[config.mk]
export PLATFORM = sky130hd
export DESIGN_NAME = serial_frame_deser_flat
export DESIGN_NICKNAME = d
export VERILOG_FILES = /design/src/rtl/serial_frame_deser_pkg.sv /design/src/rtl/serial_frame_deser_if.sv /design/src/rtl/serial_frame_deser_sipo_shift.sv /design/src/rtl/serial_frame_deser.sv /design/src/flat_wrapper.sv
export SDC_FILE = /design/constraint.sdc
export NUM_CORES = 1
export LEC_CHECK = 0
export BUFFER_PORTS_ARGS = -buffer_cell sky130_fd_sc_hd__buf_2
export CAP_MARGIN = 20
export CORE_MARGIN = 8
export CORE_UTILIZATION = 65
export CTS_BUF_LIST = sky130_fd_sc_hd__clkbuf_8
export CTS_CLUSTER_DIAMETER = 100
export CTS_CLUSTER_SIZE = 30
export DETAILED_ROUTE_END_ITERATION = 6
export PLACE_DENSITY = 0.86
export SLEW_MARGIN = 10
export SYNTH_ARGS = -nofsm -noshare
export SYNTH_HDL_FRONTEND = slang
export SYNTH_HIERARCHICAL = 1
export SYNTH_SLANG_ARGS = --single-unit
[constraint.sdc]
create_clock -name clk -period 3 [get_ports clk]
set_input_delay 0.6 -clock clk [delete_from_list [all_inputs] [get_ports clk]]
set_output_delay 0.6 -clock clk [all_outputs]
set_load 0.02 [all_outputs]
[src/rtl/serial_frame_deser_pkg.sv]
`default_nettype none
// ============================================================================
// Module   : frame_deser_pkg
// Brief    : Shared state type and default framing constants for the deserializer.
// Revision : 1.0 - initial release
// ============================================================================
package frame_deser_pkg;

    typedef enum logic [1:0] {
        HUNT  = 2'd0,
        DATA  = 2'd1,
        CHECK = 2'd2
    } deser_state_t;

    localparam int          DEF_WIDTH     = 8;
    localparam int          DEF_NWORDS    = 2;
    localparam logic [7:0]  DEF_SYNC_WORD = 8'hA5;

endpackage
`default_nettype wire

[src/rtl/serial_frame_deser_if.sv]
`default_nettype none
// ============================================================================
// Module   : serial_frame_deser_if
// Brief    : Serial input and parallel word/status outputs of the deserializer.
// Revision : 1.0 - initial release
// ============================================================================
interface serial_frame_deser_if #(
    parameter int WIDTH = 8
);
    logic             din;
    logic [WIDTH-1:0] data_out;
    logic             data_valid;
    logic             locked;
    logic             sync_err;

    modport master (
        output din,
        input  data_out,
        input  data_valid,
        input  locked,
        input  sync_err
    );

    modport slave (
        input  din,
        output data_out,
        output data_valid,
        output locked,
        output sync_err
    );
endinterface
`default_nettype wire

[src/rtl/serial_frame_deser_sipo_shift.sv]
`default_nettype none
// ============================================================================
// Module   : sipo_shift
// Brief    : Serial-in/parallel-out register, MSB-first, synchronous clear.
// Revision : 1.0 - initial release
// ============================================================================
module sipo_shift #(
    parameter int WIDTH = 8
) (
    input  wire logic             clk,
    input  wire logic             clr,
    input  wire logic             en,
    input  wire logic             sin,
    output logic      [WIDTH-1:0] q
);
    logic [WIDTH-1:0] q_q;
    logic [WIDTH-1:0] q_d;

    always_comb begin
        q_d = q_q;
        if (clr) begin
            q_d = '0;
        end else if (en) begin
            q_d = {q_q[WIDTH-2:0], sin};
        end
    end

    always_ff @(posedge clk) begin
        q_q <= q_d;
    end

    assign q = q_q;
endmodule
`default_nettype wire

[src/rtl/serial_frame_deser.sv]
`default_nettype none
// ============================================================================
// Module   : serial_frame_deser
// Brief    : Sync-word hunting serial-to-parallel frame deserializer.
// Revision : 1.0 - initial release
// ============================================================================
module serial_frame_deser
    import frame_deser_pkg::*;
#(
    parameter int               WIDTH     = DEF_WIDTH,
    parameter int               NWORDS    = DEF_NWORDS,
    parameter logic [WIDTH-1:0] SYNC_WORD = WIDTH'(DEF_SYNC_WORD)
) (
    input  wire logic             clk,
    input  wire logic             reset,
    serial_frame_deser_if.slave   bus
);
    localparam int BCW = (WIDTH  > 1) ? $clog2(WIDTH)  : 1;
    localparam int WCW = (NWORDS > 1) ? $clog2(NWORDS) : 1;
    localparam int GCW = $clog2(WIDTH + 1);

    localparam logic [BCW-1:0] c_bit_last   = BCW'(WIDTH - 1);
    localparam logic [WCW-1:0] c_word_last  = WCW'(NWORDS - 1);
    localparam logic [GCW-1:0] c_guard_full = GCW'(WIDTH);
    localparam logic [GCW-1:0] c_guard_min  = GCW'(WIDTH - 1);

    deser_state_t     state_q, state_d;
    logic [BCW-1:0]   bit_cnt_q, bit_cnt_d;
    logic [WCW-1:0]   word_cnt_q, word_cnt_d;
    logic [GCW-1:0]   guard_q, guard_d;
    logic [WIDTH-1:0] data_out_q, data_out_d;
    logic             data_valid_q, data_valid_d;
    logic             locked_q, locked_d;
    logic             sync_err_q, sync_err_d;

    logic [WIDTH-1:0] w_win;
    logic [WIDTH-1:0] w_word;
    logic [WIDTH-1:0] w_win_next;
    logic [WIDTH-1:0] w_word_next;
    logic             w_win_clr;
    logic             w_unused;

    sipo_shift #(.WIDTH(WIDTH)) u_win (
        .clk (clk),
        .clr (reset | w_win_clr),
        .en  (state_q == HUNT),
        .sin (bus.din),
        .q   (w_win)
    );

    // Word register also collects the post-frame sync word in CHECK.
    sipo_shift #(.WIDTH(WIDTH)) u_word (
        .clk (clk),
        .clr (reset),
        .en  (state_q != HUNT),
        .sin (bus.din),
        .q   (w_word)
    );

    // Decisions use the register contents plus the bit sampled at this edge.
    assign w_win_next  = {w_win[WIDTH-2:0], bus.din};
    assign w_word_next = {w_word[WIDTH-2:0], bus.din};
    assign w_unused    = ^{w_win[WIDTH-1], w_word[WIDTH-1]};

    always_comb begin
        state_d      = state_q;
        bit_cnt_d    = bit_cnt_q;
        word_cnt_d   = word_cnt_q;
        guard_d      = guard_q;
        data_out_d   = data_out_q;
        data_valid_d = 1'b0;
        locked_d     = locked_q;
        sync_err_d   = 1'b0;
        w_win_clr    = 1'b0;

        case (state_q)
            HUNT: begin
                if (guard_q != c_guard_full) begin
                    guard_d = guard_q + GCW'(1);
                end
                if ((w_win_next == SYNC_WORD) && (guard_q >= c_guard_min)) begin
                    state_d    = DATA;
                    locked_d   = 1'b1;
                    bit_cnt_d  = '0;
                    word_cnt_d = '0;
                end
            end
            DATA: begin
                if (bit_cnt_q == c_bit_last) begin
                    bit_cnt_d    = '0;
                    data_out_d   = w_word_next;
                    data_valid_d = 1'b1;
                    if (word_cnt_q == c_word_last) begin
                        word_cnt_d = '0;
                        state_d    = CHECK;
                    end else begin
                        word_cnt_d = word_cnt_q + WCW'(1);
                    end
                end else begin
                    bit_cnt_d = bit_cnt_q + BCW'(1);
                end
            end
            CHECK: begin
                if (bit_cnt_q == c_bit_last) begin
                    bit_cnt_d  = '0;
                    word_cnt_d = '0;
                    if (w_word_next == SYNC_WORD) begin
                        state_d = DATA;
                    end else begin
                        state_d    = HUNT;
                        locked_d   = 1'b0;
                        sync_err_d = 1'b1;
                        guard_d    = '0;
                        w_win_clr  = 1'b1;
                    end
                end else begin
                    bit_cnt_d = bit_cnt_q + BCW'(1);
                end
            end
            default: begin
                state_d  = HUNT;
                locked_d = 1'b0;
            end
        endcase
    end

    always_ff @(posedge clk) begin
        if (reset) begin
            state_q      <= HUNT;
            bit_cnt_q    <= '0;
            word_cnt_q   <= '0;
            guard_q      <= '0;
            data_out_q   <= '0;
            data_valid_q <= 1'b0;
            locked_q     <= 1'b0;
            sync_err_q   <= 1'b0;
        end else begin
            state_q      <= state_d;
            bit_cnt_q    <= bit_cnt_d;
            word_cnt_q   <= word_cnt_d;
            guard_q      <= guard_d;
            data_out_q   <= data_out_d;
            data_valid_q <= data_valid_d;
            locked_q     <= locked_d;
            sync_err_q   <= sync_err_d;
        end
    end

    assign bus.data_out   = data_out_q;
    assign bus.data_valid = data_valid_q;
    assign bus.locked     = locked_q;
    assign bus.sync_err   = sync_err_q;
endmodule
`default_nettype wire

[src/flat_wrapper.sv]
// flat-port wrapper written by rule: the top's interface ports become plain ports
module serial_frame_deser_flat import frame_deser_pkg::*;
#(
    parameter int               WIDTH     = DEF_WIDTH,
    parameter int               NWORDS    = DEF_NWORDS,
    parameter logic [WIDTH-1:0] SYNC_WORD = WIDTH'(DEF_SYNC_WORD)
)
  (clk, reset, bus_din, bus_data_out, bus_data_valid, bus_locked, bus_sync_err);
  serial_frame_deser_if #(.WIDTH(WIDTH)) bus_i ();
  input  wire logic clk;
  input  wire logic reset;
  input wire logic [$bits(bus_i.din)-1:0] bus_din;
  output wire logic [$bits(bus_i.data_out)-1:0] bus_data_out;
  output wire logic [$bits(bus_i.data_valid)-1:0] bus_data_valid;
  output wire logic [$bits(bus_i.locked)-1:0] bus_locked;
  output wire logic [$bits(bus_i.sync_err)-1:0] bus_sync_err;
  assign bus_i.din = bus_din;
  assign bus_data_out = bus_i.data_out;
  assign bus_data_valid = bus_i.data_valid;
  assign bus_locked = bus_i.locked;
  assign bus_sync_err = bus_i.sync_err;
  serial_frame_deser #(.WIDTH(WIDTH), .NWORDS(NWORDS), .SYNC_WORD(SYNC_WORD)) u_core (.clk(clk), .reset(reset), .bus(bus_i));
endmodule
==> qor.csv, run 1 <==
metric,value,unit
run status,"complete, no violations",
TNS Setup,0,ps
Hold Fails Final Rpt,0,
Cell Rows,18,
Worst-Skew Late Latency,290,ps
H-tree level count,2,
worst hold endpoint,u_core/bus.data_out[5],
Worst Hold Path Cells,2,
critical path required time,3180,ps
number of buffers added on ports,13,
clock sinks,35,
I/O pin cnt,14,
antenna violation net count after detailed routing,0,
Filler cells,184,
Netlist Area Pre-Place,0.00158,mm^2
R2R setup slack,660,ps
CP Class,register to register,
Inserted Clock Buffers,5,
Initial Utilization,0.661,
Root Buffer,clkbuf_8,
FF-to-FF path depth,6,
# DRC,0,
final clock skew,4.17,ps
Post-DP HPWL,2350,um
Tcrit/Tclk final,0.780,
"Clk pin slew, worst setup/hold paths",60,ps
chip width,65.3,um
Synth warnings,6,
max_slew headroom,0.518,
via/cell ratio,5.93,
Design Power,1330,uW
Inserted Diodes,0,
total core area,0.00239,mm^2
vias in the first global route,1259,
MaxCap Viol Count,0,
leakage,0.000718,uW
post-route minimum period,2340,ps
Vias,1280,
Resized Gates After CTS,0,
Critical R2R Capture,u_core/guard_q[3],
Slew @ Worst Pin,722,ps
DR iter-0 viols,131,
placed cells,209,
Slew Limit Fails,0,
"Max FO, Critical Path",16,
grt ovf,0,
Hold Crit Start,u_core/bus.data_out[5],
CTS max path bufs,2,
GRT Total Usage,0.164,
pwr dens,774,mW/mm^2
1st-pass router iterations,4,
r2r startpoint,u_core/state_q[0],
syn nets,186,
Die ar.,0.00426,mm^2
RSZ-0062 raised after global routing,no,
Total Wirelength,3270,um
cts hold-fix bufs,0,
initial antenna violation count,0,
Post-Layout Cell Count,216,
post-layout util,0.718,
worst hold path class,register to register,
Die Ht,65.3,um
nets,197,
WL/cell,15.1,um
Worst setup SP type,register,
Max Fclk,427,MHz
final setup violating endpoints,0,
largest net degree at the start of global routing,28,
synthesized area per cell,9.02,um^2
share of cells above drive strength 1,0.124,
critical path arrival,2520,ps
TritonCTS clock tree,yes,
post-CTS setup buffers,0,
global-route wire length before repair,5440,um
gpl congestion,0.748,
Mapped Cells,175,
VDD IR-drop max,0.687,mV
CP Capture Type,register,
Hold WS,460,ps
area added between synthesis and finish,8.48,%
-- power by group --
part	switching [uW]	leakage (uW)	internal, uW	total (uW)
registers	41.3	0.000283	512	554
clock network	155	0.0000470	180	335
logic	264	0.000388	172	436
total	461	0.000718	864	1330
-- how the worst max path moves through the flow --
stage                      startpoint                   to  slack, ps  cells after the start
floorplan           u_core/u_win/q[0]  u_core/bit_cnt_q[0]       1140                      4
global route        u_core/state_q[1]    u_core/guard_q[3]        470                      6
global placement    u_core/state_q[0]    u_core/guard_q[3]        950                      6
CTS                 u_core/state_q[0]    u_core/guard_q[3]        730                      6
detailed placement  u_core/state_q[0]    u_core/guard_q[3]        750                      6
finish              u_core/state_q[0]    u_core/guard_q[3]        660                      6
-- metrics by stage --
| step | setup slack (ps) | instance area (um^2) |
|---|---|---|
| final | 659 | 1710 |
| after global routing | 468 | 1710 |
| after CTS | 726 | 1710 |
| after detailed placement | 747 | 1630 |
| after global placement | 954 | 1630 |
| after floorplan | 1140 | 1580 |
-- layer usage --
| metal | part of all wire | track usage |
|---|---|---|
| met5 | 0 | 0 |
| met4 | 0.027 | 0.109 |
| met3 | 0.072 | 0.0527 |
| met2 | 0.50 | 0.272 |
| met1 | 0.40 | 0.174 |
-- cell type report --
type | instances | area, um^2 | area share
timing repair buffer | 13 | 65.1 | 0.0380
multi-input combinational | 122 | 788 | 0.460
clock inverter | 1 | 5.00 | 0.00292
clock buffer | 6 | 82.6 | 0.0482
tap | 30 | 37.5 | 0.0219
sequential | 35 | 701 | 0.409
inverter | 9 | 33.8 | 0.0197
-- state kept, by name, indices dropped and copies added (netlist names) --
| register | cells |
|---|---|
| u_core/bus.sync_err | 1 |
| u_core/word_cnt_q | 1 |
| u_core/guard_q | 4 |
| u_core/bus.locked | 1 |
| u_core/u_win/q | 7 |
| u_core/bus.data_out | 8 |
| u_core/u_word/q | 7 |
| u_core/bus.data_valid | 1 |
| u_core/state_q | 2 |
| u_core/bit_cnt_q | 3 |
-- worst max-delay path: stages (launching register included) --
cell	delay [ps]
dfxtp_1	330
inv_1	110
ha_1	640
inv_1	370
nor3_1	340
a21oi_1	130
a221oi_1	310
-- cell usage in the layout, fill, tap and decap left out, types with 2 or more instances in the layout --
| master | instances |
|---|---|
| clkbuf_8 | 6 |
| nand2_1 | 17 |
| a21oi_1 | 18 |
| dfxtp_1 | 35 |
| nor3_1 | 5 |
| buf_2 | 13 |
| o31ai_1 | 3 |
| nand4b_1 | 3 |
| mux2i_1 | 17 |
| ha_1 | 8 |
| inv_1 | 9 |
| nor2b_1 | 2 |
| o21ai_0 | 4 |
| nand3_1 | 12 |
| nor2_1 | 19 |
No activity file was read; power rests on OpenSTA's default activity.
==> run 2, diff against run 1 <==
ABC_AREA = 1   (was unset)
CORE_UTILIZATION = 56   (was 65)
PLACE_DENSITY = 0.78   (was 0.86)
clock period = 2 ns   (was 3 ns; I/O delays follow)
==> run 2 against run 1 <==
Net effect: via count increased by 17%; non-clock buffer count increased by 1; cell count increased by 41%; cell area increased by 10%; clock power increased by 63%; clock skew increased by 0.83 ps; sequential share of layout area decreased by 3.8 points; register-to-register slack got worse by 250 ps; first-iteration DRC count decreased by 34%; wire length increased by 0.67%; sequential cell count unchanged; utilization decreased by 8.9 points; largest cell class unchanged; largest power group unchanged.
==> qor.csv, run 2 <==
metric,value,unit
run status,"complete, no violations",
number of buffers added on ports,13,
grt ovf,0,
cts hold-fix bufs,0,
critical path required time,2220,ps
max FFs per register,8,
R2R setup slack,410,ps
TritonCTS clock tree,yes,
sw power,902,uW
Post-DP Area,0.00179,mm^2
worst hold path class,primary input to register,
TNS Setup,0,ps
nets,282,
Tcrit/Tclk final,0.797,
Synth warnings,6,
combinational power share,0.347,
CTS max path bufs,2,
Vias,1494,
Die ar.,0.00515,mm^2
final clock skew,5.00,ps
Worst setup SP type,register,
1st-pass router iterations,4,
vias in the first global route,1342,
Root Buffer,clkbuf_8,
Hold WS,370,ps
Slew @ Worst Pin,466,ps
share of cells above drive strength 1,0.132,
Resized Gates After CTS,0,
Total Wirelength,3290,um
Netlist Area Pre-Place,0.00174,mm^2
post-CTS setup buffers,0,
post-route minimum period,1590,ps
clock sinks,35,
pwr dens,1240,mW/mm^2
Worst-Skew Late Latency,290,ps
Filler cells,290,
# DRC,0,
Hold Fails Final Rpt,0,
total core area,0.00300,mm^2
Inserted Clock Buffers,5,
Switching Share,0.386,
DR iter-0 viols,87,
Max Fclk,627,MHz
Mapped Cells,256,
"commonest non-fill, non-tap cell in the layout",nand2_1,
post-layout util,0.628,
antenna violation net count after detailed routing,0,
Pint,1430,uW
WL/cell,10.8,um
global-route wire length before repair,5730,um
syn nets,267,
"Clk pin slew, worst setup/hold paths",70,ps
initial antenna violation count,0,
gpl congestion,0.854,
Die Ht,71.8,um
leakage,0.000918,uW
Clk pwr share,0.234,
H-tree level count,2,
critical path arrival,1820,ps
I/O pin cnt,14,
Inserted Diodes,0,
via/cell ratio,4.90,
"Max FO, Critical Path",12,
Post-DP HPWL,2410,um
Flop pwr share,0.419,
MaxCap Viol Count,0,
Initial Utilization,0.580,
placed cells,297,
most frequent cells in the layout,"60 x nand2_1, 57 x nor2_1, 37 x inv_1",
Cell Rows,20,
RSZ-0062 raised after global routing,no,
VDD IR-drop max,0.856,mV
"Non-Filler Cell Area, Final",0.00189,mm^2
final setup violating endpoints,0,
Post-Layout Cell Count,305,
largest net degree at the start of global routing,19,
CP Class,register to register,
area added between synthesis and finish,8.41,%
Slew Limit Fails,0,
synthesized area per cell,6.80,um^2
GRT Total Usage,0.136,
CP Capture Type,register,
chip width,71.8,um
max_slew headroom,0.689,
run 2: area by class of cell:
cell class | instances | area, um^2 | share of cell area
clock inverters | 2 | 16.3 | 0.00862
well taps | 33 | 41.3 | 0.0219
repair buffers | 14 | 72.6 | 0.0385
clock buffers | 6 | 82.6 | 0.0438
inverters | 41 | 154 | 0.0816
flip-flops and latches | 35 | 701 | 0.371
multi-input cells | 174 | 820 | 0.434
run 2: critical path: stages (launching register included):
cell	delay [ps]
dfxtp_1	360
ha_1	160
ha_1	270
nand2_1	170
inv_1	280
o21ai_0	150
a21oi_1	140
run 2: stage by stage:
step	total power (uW)	setup slack, ps
after floorplan	1700	628
after CTS	2350	424
after detailed placement	1800	460
final	2340	405
after global placement	1780	460
after global routing	2530	221
run 2: final timing paths:
path,from,to,cells after the start
setup / recovery,u_core/bit_cnt_q[0],u_core/bus.data_out[4],6
setup reg to reg,u_core/bit_cnt_q[0],u_core/bus.data_out[4],6
hold reg to reg,u_core/bit_cnt_q[2],u_core/bit_cnt_q[2],2
hold / removal,reset,u_core/bit_cnt_q[2],2
run 2: power by group through the flow:
stage / Clock [uW] / Combinational [uW] / Sequential (uW)
2_1_floorplan: 0 / 727 / 973
3_3_place_gp: 0 / 793 / 990
3_5_place_dp: 0 / 808 / 992
4_1_cts: 560 / 814 / 977
5_1_grt: 588 / 947 / 999
6_report: 547 / 811 / 978
run 2: per-layer routing:
layer  GRT usage  vias up  wire (um)
met1       0.168      666       1590
li1            -      811          -
met3      0.0404        4         99
met2       0.217       13       1560
met5           0        -          0
met4      0.0499        0         36
==> run 3, diff against run 2 <==
ABC_AREA = 0   (was 1)
CORE_UTILIZATION = 61   (was 56)
PLACE_DENSITY = 0.81   (was 0.78)
clock period = 1.6 ns   (was 2 ns; I/O delays follow)
==> run 3 against run 2 <==
Net effect: the flow now finishes with violations (negative setup slack); clock skew down 1.4 ps; critical path depth down 2; power up 30%; count of clock-buffer cells in the layout decreased by 1.
==> qor.csv, run 3 (same netlist as run 1, synthesis figures left out) <==
metric,value,unit
slowest CP cell,or4b_4,
critical path arrival,2160,ps
Vias,1502,
number of buffers added on ports,13,
Worst setup SP type,register,
Slew Limit Fails,0,
share of cells above drive strength 1,0.335,
largest net degree at the start of global routing,17,
antenna violation net count after detailed routing,0,
Inserted Clock Buffers,5,
placed cells,237,
DR iter-0 viols,88,
GRT Total Usage,0.201,
1st-pass router iterations,4,
worst hold path class,primary input to register,
Post-Layout Cell Count,248,
Initial Utilization,0.643,
"Clk pin slew, worst setup/hold paths",70,ps
H-tree level count,2,
Die Ht,66.9,um
chip width,66.9,um
Worst-Skew Late Latency,280,ps
max FFs per register,8,
CP Capture Type,register,
clock sinks,35,
gpl congestion,0.884,
cts hold-fix bufs,0,
post-route minimum period,1940,ps
final clock skew,3.60,ps
CTS max path bufs,2,
global-route wire length before repair,6820,um
pwr dens,1460,mW/mm^2
Total Wirelength,4570,um
Tcrit/Tclk final,1.21,
nets,229,
leakage,0.000922,uW
VDD IR-drop max,1.09,mV
most frequent cells in the layout,"31 x dfxtp_1, 29 x buf_4, 18 x nor2_1",
grt ovf,0,
Post-DP HPWL,2880,um
TritonCTS clock tree,yes,
initial antenna violation count,0,
I/O pin cnt,14,
R2R setup slack,-340,ps
Root Buffer,clkbuf_8,
MaxCap Viol Count,0,
pre-CTS WS,-182,ps
# DRC,0,
CP Cell Sequence,or4b_4 > o31a_1 > nor4_1 > mux2i_1,
"Max FO, Critical Path",4,
via/cell ratio,6.06,
vias in the first global route,1527,
"commonest non-fill, non-tap cell in the layout",dfxtp_1,
Slew @ Worst Pin,492,ps
Cell Rows,18,
Inserted Diodes,0,
run status,"complete, but fails checks",
RSZ-0062 raised after global routing,yes,
WL/cell,18.4,um
Max Fclk,515,MHz
area added between synthesis and finish,31.5,%
failing checks,negative setup slack,
Final WS setup,-342,ps
total core area,0.00245,mm^2
max_slew headroom,0.669,
Hold Fails Final Rpt,0,
Die ar.,0.00447,mm^2
max incr delay on CP,540,ps
final setup violating endpoints,19,
CP Class,register to register,
critical path required time,1820,ps
==> run 3: changes by cell type in the layout (fill, tap and decap cells not counted), moves of 4 or more <==
cell,before,now
buf_4,1,29
nor2_1,57,18
dfxtp_1,35,31
dfxtp_2,0,4
nor2_2,5,1
nand4_1,4,0
nand2_1,60,15
inv_2,4,0
o21ai_0,12,3
mux2i_1,0,17
inv_1,37,10
==> run 3: timing repair <==
action                     4_1_cts  5_1_grt
setup endpoints to repair        9       22
buffers inserted                 0        4
pin swaps                        4        6
resized for setup                5       21
==> run 3: routing by layer <==
metal	track usage	wire length (um)
met4	0.141	248
met1	0.186	1650
met3	0.0671	250
met2	0.362	2430
met5	0	0
==> run 3: stage by stage <==
step                      hold WS [ps]  instance area (um^2)  total power (uW)   util  TNS (ps)
final                              384                  2080              3030  0.846     -2500
after global routing               397                  2080              3190  0.846     -3660
after CTS                          356                  1960              2870  0.800      -725
after detailed placement           447                  1840              2090  0.751      -822
after global placement             441                  1840              2030  0.751      -567
after floorplan                    449                  1590              1780      -      -455
==> run 3: where the power goes <==
part	leakage, uW	internal [uW]	switching, uW
clock	0.0000554	450	298
combinational	0.000581	573	684
sequential	0.000285	965	62.1
==> run 3: path summary, 6_finish.rpt <==
check	cells past startpoint	endpoint	from
worst min register to register	2	u_core/bus.data_out[6]	u_core/bus.data_out[6]
worst min-delay path	2	u_core/word_cnt_q	reset
worst max register to register	4	u_core/bus.locked	u_core/u_win/q[0]
worst max-delay path	4	u_core/bus.locked	u_core/u_win/q[0]
==> run 3: critical path, delay by kind of cell (launching register included) <==
kind             cells  cell delay [ps]
AND/OR/NAND/NOR      2             1020
flip-flops           1              320
AO/OA/AOI/OAI        1              310
multiplexers         1              220
==> run 3: final cells by class <==
class                      count  area (um^2)
multi-input combinational    122          881
sequential                    35          706
fill                         130          378
timing repair buffer          45          317
clock buffer                   5         68.8
tap                           30         37.5
clock inverter                 2         33.8
inverter                       9         33.8
